$ cat config.mk
export PLATFORM = sky130hd
export DESIGN_NAME = denom_arbiter
export DESIGN_NICKNAME = d
export VERILOG_FILES = /design/src/rtl/denom_arbiter.sv
export SDC_FILE = /design/constraint.sdc
export NUM_CORES = 1
export LEC_CHECK = 0
export CORE_MARGIN = 1.5
export CORE_UTILIZATION = 39
export CTS_CLUSTER_DIAMETER = 30
export CTS_CLUSTER_SIZE = 24
export DETAILED_ROUTE_END_ITERATION = 7
export PLACE_DENSITY = 0.89
export REMOVE_ABC_BUFFERS = 1
export SYNTH_ARGS = -nofsm -noshare
export SYNTH_HDL_FRONTEND = slang
export SYNTH_SLANG_ARGS = --single-unit
$ cat constraint.sdc
create_clock -name CLOCK -period 1.7 [get_ports CLOCK]
set_input_delay 0.255 -clock CLOCK [delete_from_list [all_inputs] [get_ports CLOCK]]
set_output_delay 0.255 -clock CLOCK [all_outputs]
set_load 0.02 [all_outputs]
$ cat src/rtl/denom_arbiter.sv
// denom_arbiter: round-robin scheduler sharing one Denominator unit among N_REQ requesters.
// A requester's operand is captured on grant, the unit is started with a one-cycle pulse,
// and the result (or a timeout error) is returned to that requester as a one-cycle pulse.
//
// Ports:
//   CLOCK        in   system clock, rising edge
//   reset        in   asynchronous active-low reset
//   req          in   level request per requester, held until its resp_valid
//   req_x        in   operand per requester, slice i = req_x[32*i+31:32*i]
//   grant        out  one-hot, requester currently being served
//   resp_valid   out  one-cycle pulse to the served requester
//   resp_data    out  result, meaningful only while resp_valid is nonzero
//   resp_err     out  with resp_valid: 1 = timeout (resp_data = 0)
//   dn_start     out  one-cycle start pulse to the Denominator
//   dn_x         out  operand to the Denominator, stable through the transaction
//   dn_reset     out  active-high Denominator reset; held in reset, pulsed on timeout
//   dn_startout  in   Denominator done pulse
//   dn_denom     in   Denominator result
//   busy         out  1 in any state other than IDLE
module denom_arbiter #(
   parameter int unsigned N_REQ   = 4,
   parameter int unsigned TIMEOUT = 15
) (
   input  logic                  CLOCK,
   input  logic                  reset,
   input  logic [N_REQ-1:0]      req,
   input  logic [32*N_REQ-1:0]   req_x,
   output logic [N_REQ-1:0]      grant,
   output logic [N_REQ-1:0]      resp_valid,
   output logic [31:0]           resp_data,
   output logic                  resp_err,
   output logic                  dn_start,
   output logic [31:0]           dn_x,
   output logic                  dn_reset,
   input  logic                  dn_startout,
   input  logic [31:0]           dn_denom,
   output logic                  busy
);

   localparam int unsigned PtrW = $clog2(N_REQ);

   typedef enum logic [1:0] {StIdle, StIssue, StWait, StResp} state_e;

   state_e            state_q;
   logic [PtrW-1:0]   rr_ptr_q;
   logic [PtrW-1:0]   gnt_idx_q;
   logic [7:0]        wdog_q;

   logic              pick_found;
   logic [PtrW-1:0]   pick_idx;
   logic [N_REQ-1:0]  pick_oh;
   logic [31:0]       pick_x;

   // Round-robin pick: first pass covers rr_ptr..N_REQ-1, second pass wraps to 0..rr_ptr-1.
   always_comb begin
      pick_found = 1'b0;
      pick_idx   = '0;
      pick_oh    = '0;
      pick_x     = '0;
      for (int i = 0; i < int'(N_REQ); i++) begin
         if (!pick_found && req[i] && (i >= int'(rr_ptr_q))) begin
            pick_found = 1'b1;
            pick_idx   = PtrW'(i);
            pick_oh[i] = 1'b1;
            pick_x     = req_x[32*i +: 32];
         end
      end
      for (int i = 0; i < int'(N_REQ); i++) begin
         if (!pick_found && req[i] && (i < int'(rr_ptr_q))) begin
            pick_found = 1'b1;
            pick_idx   = PtrW'(i);
            pick_oh[i] = 1'b1;
            pick_x     = req_x[32*i +: 32];
         end
      end
   end

   always_ff @(posedge CLOCK or negedge reset) begin
      if (!reset) begin
         state_q    <= StIdle;
         rr_ptr_q   <= '0;
         gnt_idx_q  <= '0;
         wdog_q     <= '0;
         grant      <= '0;
         resp_valid <= '0;
         resp_data  <= '0;
         resp_err   <= 1'b0;
         dn_start   <= 1'b0;
         dn_x       <= '0;
         dn_reset   <= 1'b1;
         busy       <= 1'b0;
      end else begin
         // Pulsed outputs default low; set only on the cycle that raises them.
         dn_start   <= 1'b0;
         dn_reset   <= 1'b0;
         resp_valid <= '0;
         unique case (state_q)
            StIdle: begin
               if (pick_found) begin
                  grant     <= pick_oh;
                  gnt_idx_q <= pick_idx;
                  dn_x      <= pick_x;
                  busy      <= 1'b1;
                  state_q   <= StIssue;
               end
            end
            StIssue: begin
               dn_start <= 1'b1;
               wdog_q   <= '0;
               state_q  <= StWait;
            end
            StWait: begin
               // A done pulse beats a coincident timeout.
               if (dn_startout) begin
                  resp_data  <= dn_denom;
                  resp_err   <= 1'b0;
                  resp_valid <= grant;
                  state_q    <= StResp;
               end else if (wdog_q == 8'(TIMEOUT)) begin
                  dn_reset   <= 1'b1;
                  resp_data  <= '0;
                  resp_err   <= 1'b1;
                  resp_valid <= grant;
                  state_q    <= StResp;
               end else begin
                  wdog_q <= wdog_q + 8'd1;
               end
            end
            StResp: begin
               rr_ptr_q <= (gnt_idx_q == PtrW'(N_REQ - 1)) ? '0 : gnt_idx_q + PtrW'(1);
               grant    <= '0;
               resp_err <= 1'b0;
               busy     <= 1'b0;
               state_q  <= StIdle;
            end
            default: state_q <= StIdle;
         endcase
      end
   end

endmodule
**Word-level counts from Yosys, hierarchy flattened**

Index checks and enable logic that the tools add are counted.

- Reductions and logical operators: 29
- Multiplexer cells: 50
- Order comparisons: 6
- Add/sub/neg operators: 2
- Eq/ne operators: 9

Operator list:

| cell | number |
|---|---|
| 32-bit two-way mux | 9 |
| 1-bit two-way mux | 21 |
| 2-bit two-way mux | 9 |
| 4-bit two-way mux | 4 |
| 8-bit two-way mux | 2 |
| 8-bit one-hot mux with 2 select lines | 1 |
| 1-bit logical AND | 12 |
| 2-bit AND reduction | 5 |
| 8-bit by 1-bit adder with 8-bit output, second input constant | 1 |
| 8-bit by 4-bit equality test with 1-bit output, second input constant | 1 |
| 2-bit one-hot mux with 4 select lines | 1 |
| 4-bit one-hot mux with 2 select lines | 1 |
| 2-bit nonzero test | 4 |
| 2-bit equality test, second input constant | 3 |
| 1-bit zero test | 6 |
| 2-bit inequality test, second input constant | 3 |
| 1-bit by 2-bit >= comparator with 1-bit output, first input constant | 2 |
| 1-bit by 2-bit < comparator with 1-bit output, first input constant | 2 |
| 1-bit one-hot mux with 2 select lines | 2 |
| 3-bit inequality test, second input constant | 1 |
| 3-bit AND reduction | 1 |
| 2-bit by 1-bit adder with 2-bit output, second input constant | 1 |
| 2-bit by 1-bit equality test with 1-bit output, second input constant | 1 |
| 2-bit >= comparator, first input constant | 1 |
| 2 further kinds | 2 |

- Flip-flop bits (word level): 90
- Output and inout bits: 76
- Logic and storage cells: 108
- Bits of input ports: 167

**Logic depth before layout (Yosys ltp)**

Gate-level depths: netlist (run 1).

- Depth after elaboration: 28
- Mapped depth: 8
- Depth with buffers taken out: 7

**Worst setup path before layout (run 1)**

No wires, ideal clock.

- Path type: register to register
- Start point: register state_q[0]
- End point: register dn_x[0]
- Arrival time: 1.656 ns
- Clock period less this slack: 1.807 ns
- Cell stages (with the launch flop): 9
- Buffers on the path: 1
- Slack: -0.107 ns
- Required time: 1.549 ns
- Library setup time: 0.151 ns
- Path through: dfrtp_1 inv_1 ha_1 inv_1 a21oi_2 nand2_1 buf_2 a221oi_1 a221oi_2

- Cells in the longest elaborated chain, start to end: 2

Ends and longest elaborated chain:

| what | RTL line | RTL |
|---|---|---|
| from (decl) | 44 | `state_e state_q;` |
| from (signal assigned) | 80 | `state_q <= StIdle;` |
| from (signal assigned) | 104 | `state_q <= StIssue;` |
| from (signal assigned) | 110 | `state_q <= StWait;` |
| 2-bit zero test | 97 | `unique case (state_q)` |
| 2-bit AND reduction (no line) | -- |  |
| to (signal assigned) | 102 | `dn_x <= pick_x;` |
| to (decl) | 33 | `output logic [31:0] dn_x,` |

Every way passes these cells.
A chain may end at the register's enable or synchronous reset.

**Worst setup path in the final report (run 1)**

- Start point: register rr_ptr_q[1]
- End point: register dn_x[2]

- Cells in the longest elaborated chain, start to end: 27
- Elaborated cells between the ends (all ways): 39
- Those cells by class: 6 x order compare; 14 x mux; 19 x reduce/logical

Ends and longest elaborated chain:

| what | RTL line | RTL |
|---|---|---|
| from (decl) | 45 | `logic [PtrW-1:0] rr_ptr_q;` |
| from (signal assigned) | 130 | `rr_ptr_q <= (gnt_idx_q == PtrW'(N_REQ - 1)) ? '0 : gnt_idx_q + PtrW'(1);` |
| 1-bit by 2-bit >= comparator with 1-bit output | 61 | `if (!pick_found && req[i] && (i >= int'(rr_ptr_q))) begin` |
| 1-bit logical AND | 61 |  |
| 1-bit two-way mux | 61 |  |
| 1-bit zero test | 61 |  |
| 1-bit logical AND (2 in series) | 61 |  |
| 1-bit two-way mux | 61 |  |
| 1-bit zero test | 61 |  |
| 1-bit logical AND (2 in series) | 61 |  |
| [7 not listed] | -- |  |
| 1-bit two-way mux | 69 | `if (!pick_found && req[i] && (i < int'(rr_ptr_q))) begin` |
| 1-bit zero test | 69 |  |
| 1-bit logical AND (2 in series) | 69 |  |
| 1-bit two-way mux | 69 |  |
| 1-bit zero test | 69 |  |
| 1-bit logical AND (2 in series) | 69 |  |
| 1-bit two-way mux | 69 |  |
| 2-bit AND reduction (no line) | -- |  |

Parallel ways exist; a longest one is shown, timed or not.

==> metrics.txt, run 1 <==
top layer in use met4; die width roughly 120 um; M1 WL 8244 um; crit path DAT just under 2 ns; Net Sw Power 6.628 mW; Fin Clk Skew 0.009952 ns; fin crit period between 1.5 and 2 ns; die area roughly 0.015 mm^2; worst hold path class in -> async; Layout fillers roughly 1000; Req. time, crit path about 1.9 ns; Max Buffers Root-to-Sink 2; Nets 1054; Netlist cell types between 50 and 60; f_max approximately 580 MHz; initial drt markers around 700; initial antenna violation count 0; Diodes inserted 0; family with the most delay on the worst path flip-flops; clock latency on the worst-skew pair around 0.34 ns; maxcap violations 0; VDD IR max ~810 uV; Logic pwr share 63.3%; Clock power frac 12.5%; multi-input logic area around 0.0033 mm^2; largest net degree at the start of global routing 44; Final WS setup -0.02999 ns; cts bufs inserted 9; total gr overflow 0; critical path's slowest cell dfrtp_2; Buffers on Ports around 240; dpl hpwl approximately 15000 um; Slew headroom approximately 71%; synthesized flop and latch total 90; clk sinks 90; Cells after Synth between 500 and 600; internal power 8.970 mW; Finished Cell Area roughly 0.0095 mm^2; Switching Fraction 42.49%; Synth area leader dfrtp_1; vias in the first global route 6497; fin crit share 101.8%; GRT Total Usage between 20 and 30%; Reg clk slew, reported paths roughly 0.070 ns; initial core utilization 39.80%; Synth warnings 0; Area growth, synth to finish 73.37%; CP max FO 7; most frequent CP cell buf_6; Remaining DRCs 0; WP buf/inv 2; P_leak between 3 and 4 nW; FF-to-FF Start rr_ptr_q[1]; met3 WL between 2000 and 2500 um; max-slew violations 0; netlist area before placement around 0.0055 mm^2; status finished with violations; CP max stage delay 0.51 ns; Die H ~120 um; first-pass GRT wire length ~32000 um; dpl cell area just under 0.009 mm^2; cell depth of the worst flop-to-flop path 7; worst-margin pin slew 0.4317 ns; wire length on met2 11010 um; # rows 43; sequential share of the synthesized area between 40% and 50%; CTS Root Cell clkbuf_16; share of post-route cells with drive strength above 1 21.67%; sequential fraction of design power 24.2%; Reg2Reg Setup Slack -0.03 ns; top cell type's share of synthesized area approximately two fifths; largest cells by area after synthesis dfrtp_1 40%, o22ai_1 5.5%, a22o_1 5.1%; DRT antenna net count 0; RSZ-0062 raised after global routing true; final setup fails 16; via count 6666; I/O pin count 243; Avg Cell Area, Syn ~9 um^2; number of vias per cell between 6 and 7; crit end category register; pwr/cell area roughly 1600 mW/mm^2; WL/cell 21.14 um; worst hold slack 0.3995 ns; CTS tree built; worst r2r dst dn_x[2]; crit start category register; gpl congestion about 0.92; violated checks negative setup slack; DRT Wirelength roughly 23000 um; Place WS -0.6311 ns; core area between 0.01 and 0.015 mm^2; storage element area roughly 0.0023 mm^2; Crit Path Class reg -> reg; H-tree lvl count 3; crit-path cells buf_6 -> nor2_1 -> a311o_2 -> buf_6 -> nand3_1 -> and4_1 -> o22ai_1; First-pass DRT Iterations 5; final hold vios 0
-- state kept, by name, indices dropped and copies added, names as in the netlist --
name	count
dn_x	32
resp_data	32
wdog_q	8
grant	4
resp_valid	4
gnt_idx_q	2
rr_ptr_q	2
state_q	2
busy	1
dn_reset	1
dn_start	1
resp_err	1
-- stage by stage --
stage	power (mW)	cells	util (%)	setup TNS, ns
floorplan	8.197	536	-	-48.62
global placement	12.24	1035	62.56	-16.15
detailed placement	12.51	1035	62.56	-18.59
CTS	14.67	1059	65.68	0
global route	16.37	1066	69.00	-1.443
finish	15.60	1066	69.00	-0.2354
-- power by group through the flow --
stage | clock, mW | combinational, mW | sequential [mW]
after floorplan | 0 | 3.45 | 4.75
after global placement | 0 | 8.53 | 3.71
after detailed placement | 0 | 8.76 | 3.74
after CTS | 1.96 | 8.98 | 3.73
after global routing | 2.08 | 10.4 | 3.87
final | 1.95 | 9.87 | 3.77
-- cell families after synthesis --
logic type | count (synthesis) | synth area share (%)
DFF | 90 | 40.95
xor gates and xnor gates | 4 | 0.6368
and+or+nand+nor | 194 | 20.12
adders and majority gates | 6 | 1.364
AOI/OAI and AO/OA | 229 | 30.13
buffers and inverters | 68 | 5.980
muxes | 4 | 0.8185
-- final cells by class --
| class | instances | area share (%) |
|---|---|---|
| clock buffer | 9 | 2.361 |
| clock inverter | 7 | 0.6557 |
| inverter | 9 | 0.3541 |
| multi-input combinational | 437 | 34.30 |
| sequential | 90 | 23.65 |
| tap | 180 | 2.361 |
| timing repair buffer | 334 | 36.33 |
-- timing repair --
item | in CTS | in global routing
cloned | 1 | 5
hold buffers | 1 | 0
pin swaps | 7 | 25
endpoints found under the setup margin | 36 | 49
gates resized for setup | 21 | 77
endpoints found under the hold margin | 24 | 0
setup buffers | 6 | 2
-- worst reg2reg max path, stage by stage (launching register included) --
cell and delay [ns]:
dfrtp_2 0.51, buf_6 0.14, nor2_1 0.06, a311o_2 0.39, buf_6 0.17, nand3_1 0.07
and4_1 0.18, o22ai_1 0.08
-- cell usage in the layout, fill, tap and decap left out, types with 3 or more instances in the layout --
cell,n
nor2_1,49
inv_2,3
mux2_2,3
o22ai_1,45
clkdlybuf4s50_1,233
buf_12,18
nand3_2,7
nand2b_4,4
nand2_1,15
buf_6,19
o22ai_2,3
xor2_1,3
ha_1,3
a31oi_1,15
nor2b_1,3
a21oi_4,3
a221oi_2,28
buf_4,49
dfrtp_1,87
a21oi_1,35
a22o_1,32
and3b_1,16
o21ai_0,29
dlygate4sd2_1,5
o221ai_1,14
clkinvlp_4,3
and4_1,17
nand3_1,44
and3_1,20
dlymetal6s2s_1,3
clkbuf_16,12
inv_1,6
-- worst max path at each step --
stage | startpoint | endpoint | slack, ns | cells past startpoint
2_1_floorplan | state_q[0] | dn_x[0] | -1.58 | 7
3_3_place_gp | req[2] | dn_x[13] | -0.55 | 6
3_5_place_dp | req[2] | dn_x[0] | -0.63 | 6
4_1_cts | rr_ptr_q[0] | dn_x[25] | 0.0008 | 7
5_1_grt | rr_ptr_q[1] | dn_x[13] | -0.10 | 5
6_report | rr_ptr_q[1] | dn_x[2] | -0.03 | 7
-- Yosys cell counts (all sizes together) --
| cell | instances |
|---|---|
| nand2 | 17 |
| a22o | 32 |
| o221ai | 16 |
| and2 | 3 |
| o21ai | 33 |
| o21bai | 2 |
| dfrtp | 89 |
| clkbuf | 22 |
| o21ba | 1 |
| xnor2 | 1 |
| a221oi | 32 |
| a31oi | 17 |
| ha | 6 |
| dfstp | 1 |
| o22ai | 48 |
| nor2b | 5 |
| nor4 | 1 |
| and4 | 18 |
| o21a | 1 |
| a211oi | 1 |
| a21oi | 39 |
| xor2 | 3 |
| and3 | 20 |
| a2bb2oi | 1 |
| nor3b | 1 |
| nor3 | 2 |
| and3b | 16 |
| o22a | 1 |
| a311o | 1 |
| mux2 | 4 |
| nor2 | 51 |
| buf | 37 |
| or3 | 1 |
| nand2b | 5 |
| inv | 9 |
| a21o | 2 |
| nand3 | 51 |
| nand4 | 3 |
| o31ai | 2 |
-- layer usage --
| metal | vias up | track usage, % |
|---|---|---|
| met2 | 501 | 47.79 |
| met5 | - | 0 |
| met4 | 0 | 15.00 |
| met1 | 3157 | 32.20 |
| met3 | 113 | 5.618 |
| li1 | 2895 | - |
(Power assumes the default switching activity.)
==> run 2, diff against run 1 <==
- GPL_TIMING_DRIVEN: unset -> 0
- HOLD_SLACK_MARGIN: unset -> 0.02
==> metrics.txt, run 2 (synthesis gave the netlist of run 1 again) <==
# rows 43; storage element area approximately 0.0023 mm^2; maxcap violations 0; Crit Path Class reg -> reg; Place WS -2.857 ns; VDD IR max about 940 uV; worst-margin pin slew roughly 0.55 ns; vias in the first global route 6497; I/O pin count ~240; Final WS setup -0.08938 ns; dpl hpwl about 13000 um; initial antenna violation count 1; GRT Total Usage a little under a third; initial drt markers 775; via count 6714; crit end category register; DRT Wirelength approximately 24000 um; die area approximately 0.015 mm^2; pwr/cell area 1697 mW/mm^2; biggest regs dn_x (32), resp_data (32), wdog_q (8); most frequent cells in the layout 233 x clkdlybuf4s50_1, 85 x dfrtp_1, 48 x buf_4; f_max 558.9 MHz; fin crit share 105.3%; Reg clk slew, reported paths ~0.07 ns; fin crit period ~1.8 ns; number of vias per cell 6.352; clk sinks 90; DRT antenna net count 0; Buffers on Ports 242; Finished Cell Area ~0.0096 mm^2; status finished with violations; RSZ-0062 raised after global routing true; H-tree lvl count 3; P_leak between 3 and 4 nW; Area growth, synth to finish 74.33%; Remaining DRCs 0; WL/cell between 20 and 25 um; Fin Clk Skew 0.01432 ns; Layout fillers between 1k and 1.5k; gpl congestion around 0.85; share of post-route cells with drive strength above 1 21.80%; Reg2Reg Setup Slack -0.09 ns; final hold vios 0; multi-input logic area 0.003537 mm^2; Nets ~1.0k; Req. time, crit path 1.93 ns; worst hold path class in -> async; crit path DAT 2.02 ns; initial core utilization 39.80%; clock latency on the worst-skew pair about 0.36 ns; TNS Setup -1.746 ns; CTS tree built; Max Buffers Root-to-Sink 2; die width ~120 um; core area about 0.014 mm^2; first-pass GRT wire length between 30000 and 40000 um; most common cell after layout, fill and taps aside clkdlybuf4s50_1; max-slew violations 0; Die H between 100 and 150 um; largest net degree at the start of global routing 68; Slew headroom a little under two thirds; cts bufs inserted 9; cell depth of the worst flop-to-flop path 7; CTS Root Cell clkbuf_16; final setup fails 35; First-pass DRT Iterations 6; crit start category register; dpl cell area approximately 0.0079 mm^2; total gr overflow 0; violated checks negative setup slack; CP max FO 14
-- run 2: metal layers --
metal | share of wire, % | track usage [%] | vias up
met5 | 0 | 0 | -
met4 | 5.1 | 15.96 | 0
met3 | 8.5 | 5.524 | 111
met2 | 49 | 50.28 | 456
met1 | 38 | 37.47 | 3242
li1 | - | - | 2905
-- run 2: layout make-up --
class | count | area share [%]
timing repair buffer | 314 | 33.39
clock buffer | 10 | 2.387
inverter | 9 | 0.3782
sequential | 90 | 23.59
clock inverter | 6 | 1.004
tap | 180 | 2.348
antenna | 1 | 0.02609
multi-input combinational | 447 | 36.87
-- run 2: final timing paths --
path,endpoint,from
max,dn_x[3],rr_ptr_q[0]
min,dn_x[21],reset
max reg2reg,dn_x[3],rr_ptr_q[0]
min reg2reg,resp_data[20],resp_data[20]
max in group asynchronous,rr_ptr_q[1],reset
min in group CLOCK,resp_data[25],dn_denom[25]
-- run 2: power breakdown --
part	internal, mW	leakage (nW)	switching [mW]
Clock	1.31	0.155	0.937
Combinational	4.96	2.64	5.29
Sequential	3.11	1.10	0.669
Total	9.39	3.89	6.90
-- run 2: worst max-delay path, stage by stage, from the launching register on --
cell     delay [ns]
dfrtp_4        0.49
buf_8          0.18
nor2_1         0.06
a311o_2        0.43
buf_6          0.17
nand3_2        0.05
and4_1         0.20
o22ai_2        0.08
-- run 2: timing repair --
item                                   CTS  global route
endpoints found under the hold margin   23             0
resized for setup                       84            58
pin swaps                               26            47
buffers inserted                        48            17
hold buffers                             1             0
cloned                                   9             4
setup endpoints to repair               86            80
-- run 2: metrics by stage --
step	instances	power, mW	hold WS [ns]	util [%]
after global routing	1057	17.11	0.4121	69.38
after global placement	958	11.39	0.4852	56.81
after detailed placement	961	11.68	0.1984	57.45
after CTS	1035	15.38	0.3816	66.17
after floorplan	536	8.197	-0.04059	-
final	1057	16.28	0.3750	69.38
==> run 3, diff against run 2 <==
- CORE_MARGIN: 1.5 -> 2
- CORE_UTILIZATION: 39 -> 55
- DONT_BUFFER_PORTS: unset -> 1
- PLACE_DENSITY: 0.89 -> 0.84
==> metrics.txt, run 3 (synthesis gave the netlist of run 1 again) <==
die area approximately 0.011 mm^2; number of vias per cell between 7 and 8; crit start category register; family with the most delay on the worst path compound AO/OA/AOI/OAI gates; critical path's slowest cell dfrtp_4; f_max ~540 MHz; total gr overflow 0; WL/cell about 29 um; violated checks negative hold slack, negative setup slack; Nets around 800; I/O pin count approximately 240; worst hold slack -0.4458 ns; Fin Clk Skew 0.02311 ns; first-pass GRT wire length 31830 um; DRT antenna net count 0; internal power 7.544 mW; fin crit period approximately 1.8 ns; Buffers on Ports 0; dpl hpwl 11100 um; initial core utilization 56.56%; total power 14.26 mW; Finished Cell Area 0.007224 mm^2; Logic pwr share around half; Reg2Reg Setup Slack -0.14 ns; Area growth, synth to finish 31.29%; share of post-route cells with drive strength above 1 a little under a third; final core utilization roughly three quarters; FF-to-FF Start rr_ptr_q[0]; gpl congestion 0.8453; RSZ-0062 raised after global routing true; # rows 36; initial antenna violation count 1; P_leak 2.874 nW; sequential fraction of design power a little over a third; cell depth of the worst flop-to-flop path 6; worst r2r dst dn_x[8]; initial drt markers 775; Clock power frac 13.0%; Final WS setup -0.1422 ns; First-pass DRT Iterations 6; clk sinks 90; maxcap violations 0; GRT Total Usage between 30 and 40%; Remaining DRCs 0; Switching Fraction between 40% and 50%; largest net degree at the start of global routing 91; Reg clk slew, reported paths around 0.12 ns; Crit Path Class reg -> reg; worst-margin pin slew 0.9093 ns; final non-filler cell total roughly 770; vias in the first global route 5976; VDD IR max 992.9 uV; final hold vios 90; Max Buffers Root-to-Sink 2; Place WS -1.850 ns; biggest regs dn_x (32), resp_data (32), wdog_q (8); H-tree lvl count 3; core area a little under 0.01 mm^2; TNS Setup -1.314 ns; WP buf/inv 1; cts bufs inserted 9; most common cell after layout, fill and taps aside dfrtp_1; status finished with violations; dpl cell area about 0.0054 mm^2; crit-path cells buf_4 -> and3b_1 -> a31oi_1 -> o22ai_2 -> o221ai_4 -> a221oi_2; Layout fillers 661; pwr/cell area 1974 mW/mm^2; CTS tree built; fin crit share 108.4%; CP max FO 14; CP max stage delay 0.54 ns; Diodes inserted 0; DP Cell Count 670; Slew headroom 39.16%; via count around 6.1k; die width around 100 um; crit end category register; Net Sw Power between 6 and 7 mW; clock latency on the worst-skew pair ~0.38 ns; Die H approximately 100 um; most frequent cells in the layout 86 x dfrtp_1, 49 x nor2_1, 47 x nand3_1; max-slew violations 0; crit path DAT 2.12 ns; Req. time, crit path 1.98 ns; CTS Root Cell clkbuf_8; DRT Wirelength around 22000 um; final setup fails 34; worst hold path class in -> async
==> run 3: changes by cell type in the layout (fill, tap and decap cells not counted), sizes merged, moves of 2 or more <==
cell and delta:
a311o +2, clkdlybuf4s50 -233, o21ai +2, buf -11
dlygate4sd2 -3, dlymetal6s2s -2, dlygate4sd3 +12
==> run 3: final cells by class <==
class	count	area (um^2)	share of cell area [%]
Timing Repair Buffer	77	812.0	11.24
Clock inverter	7	122.6	1.697
Clock buffer	9	123.9	1.715
Multi-Input combinational cell	449	3700	51.21
Sequential cell	90	2262	31.31
Tap cell	133	166.4	2.303
Inverter	9	37.54	0.5196
==> run 3: timing repair <==
action,CTS,global route
hold buffers,6,7
setup endpoints to repair,84,73
cloned,11,4
resized for setup,61,85
endpoints found under the hold margin,96,97
setup buffers,35,25
pin swaps,25,38
==> run 3: how the worst max path moves through the flow <==
| stage | startpoint | to | cells after the start |
|---|---|---|---|
| finish | rr_ptr_q[0] | dn_x[8] | 6 |
| global route | rr_ptr_q[0] | dn_x[8] | 6 |
| CTS | rr_ptr_q[0] | grant[0] | 5 |
| detailed placement | rr_ptr_q[1] | dn_x[21] | 4 |
| global placement | state_q[0] | dn_x[21] | 7 |
| floorplan | state_q[0] | dn_x[0] | 7 |
==> run 3: metal layers <==
layer / part of all wire (%) / up-vias / wire length (um) / global-route usage (%)
met1: 35 / 2924 / 7770 / 43.69
met3: 13 / 127 / 2957 / 9.085
met2: 47 / 602 / 10540 / 62.36
li1: - / 2436 / - / -
met4: 5.2 / 0 / 1173 / 18.15
met5: 0 / - / 0 / 0
==> run 3: power by group through the flow <==
stage	clock, mW	combinational (mW)	sequential [mW]
CTS	1.83	5.93	4.97
global placement	0	4.16	5.05
global route	1.93	7.80	5.09
detailed placement	0	4.46	5.10
finish	1.85	7.40	5.01
floorplan	0	3.45	4.75
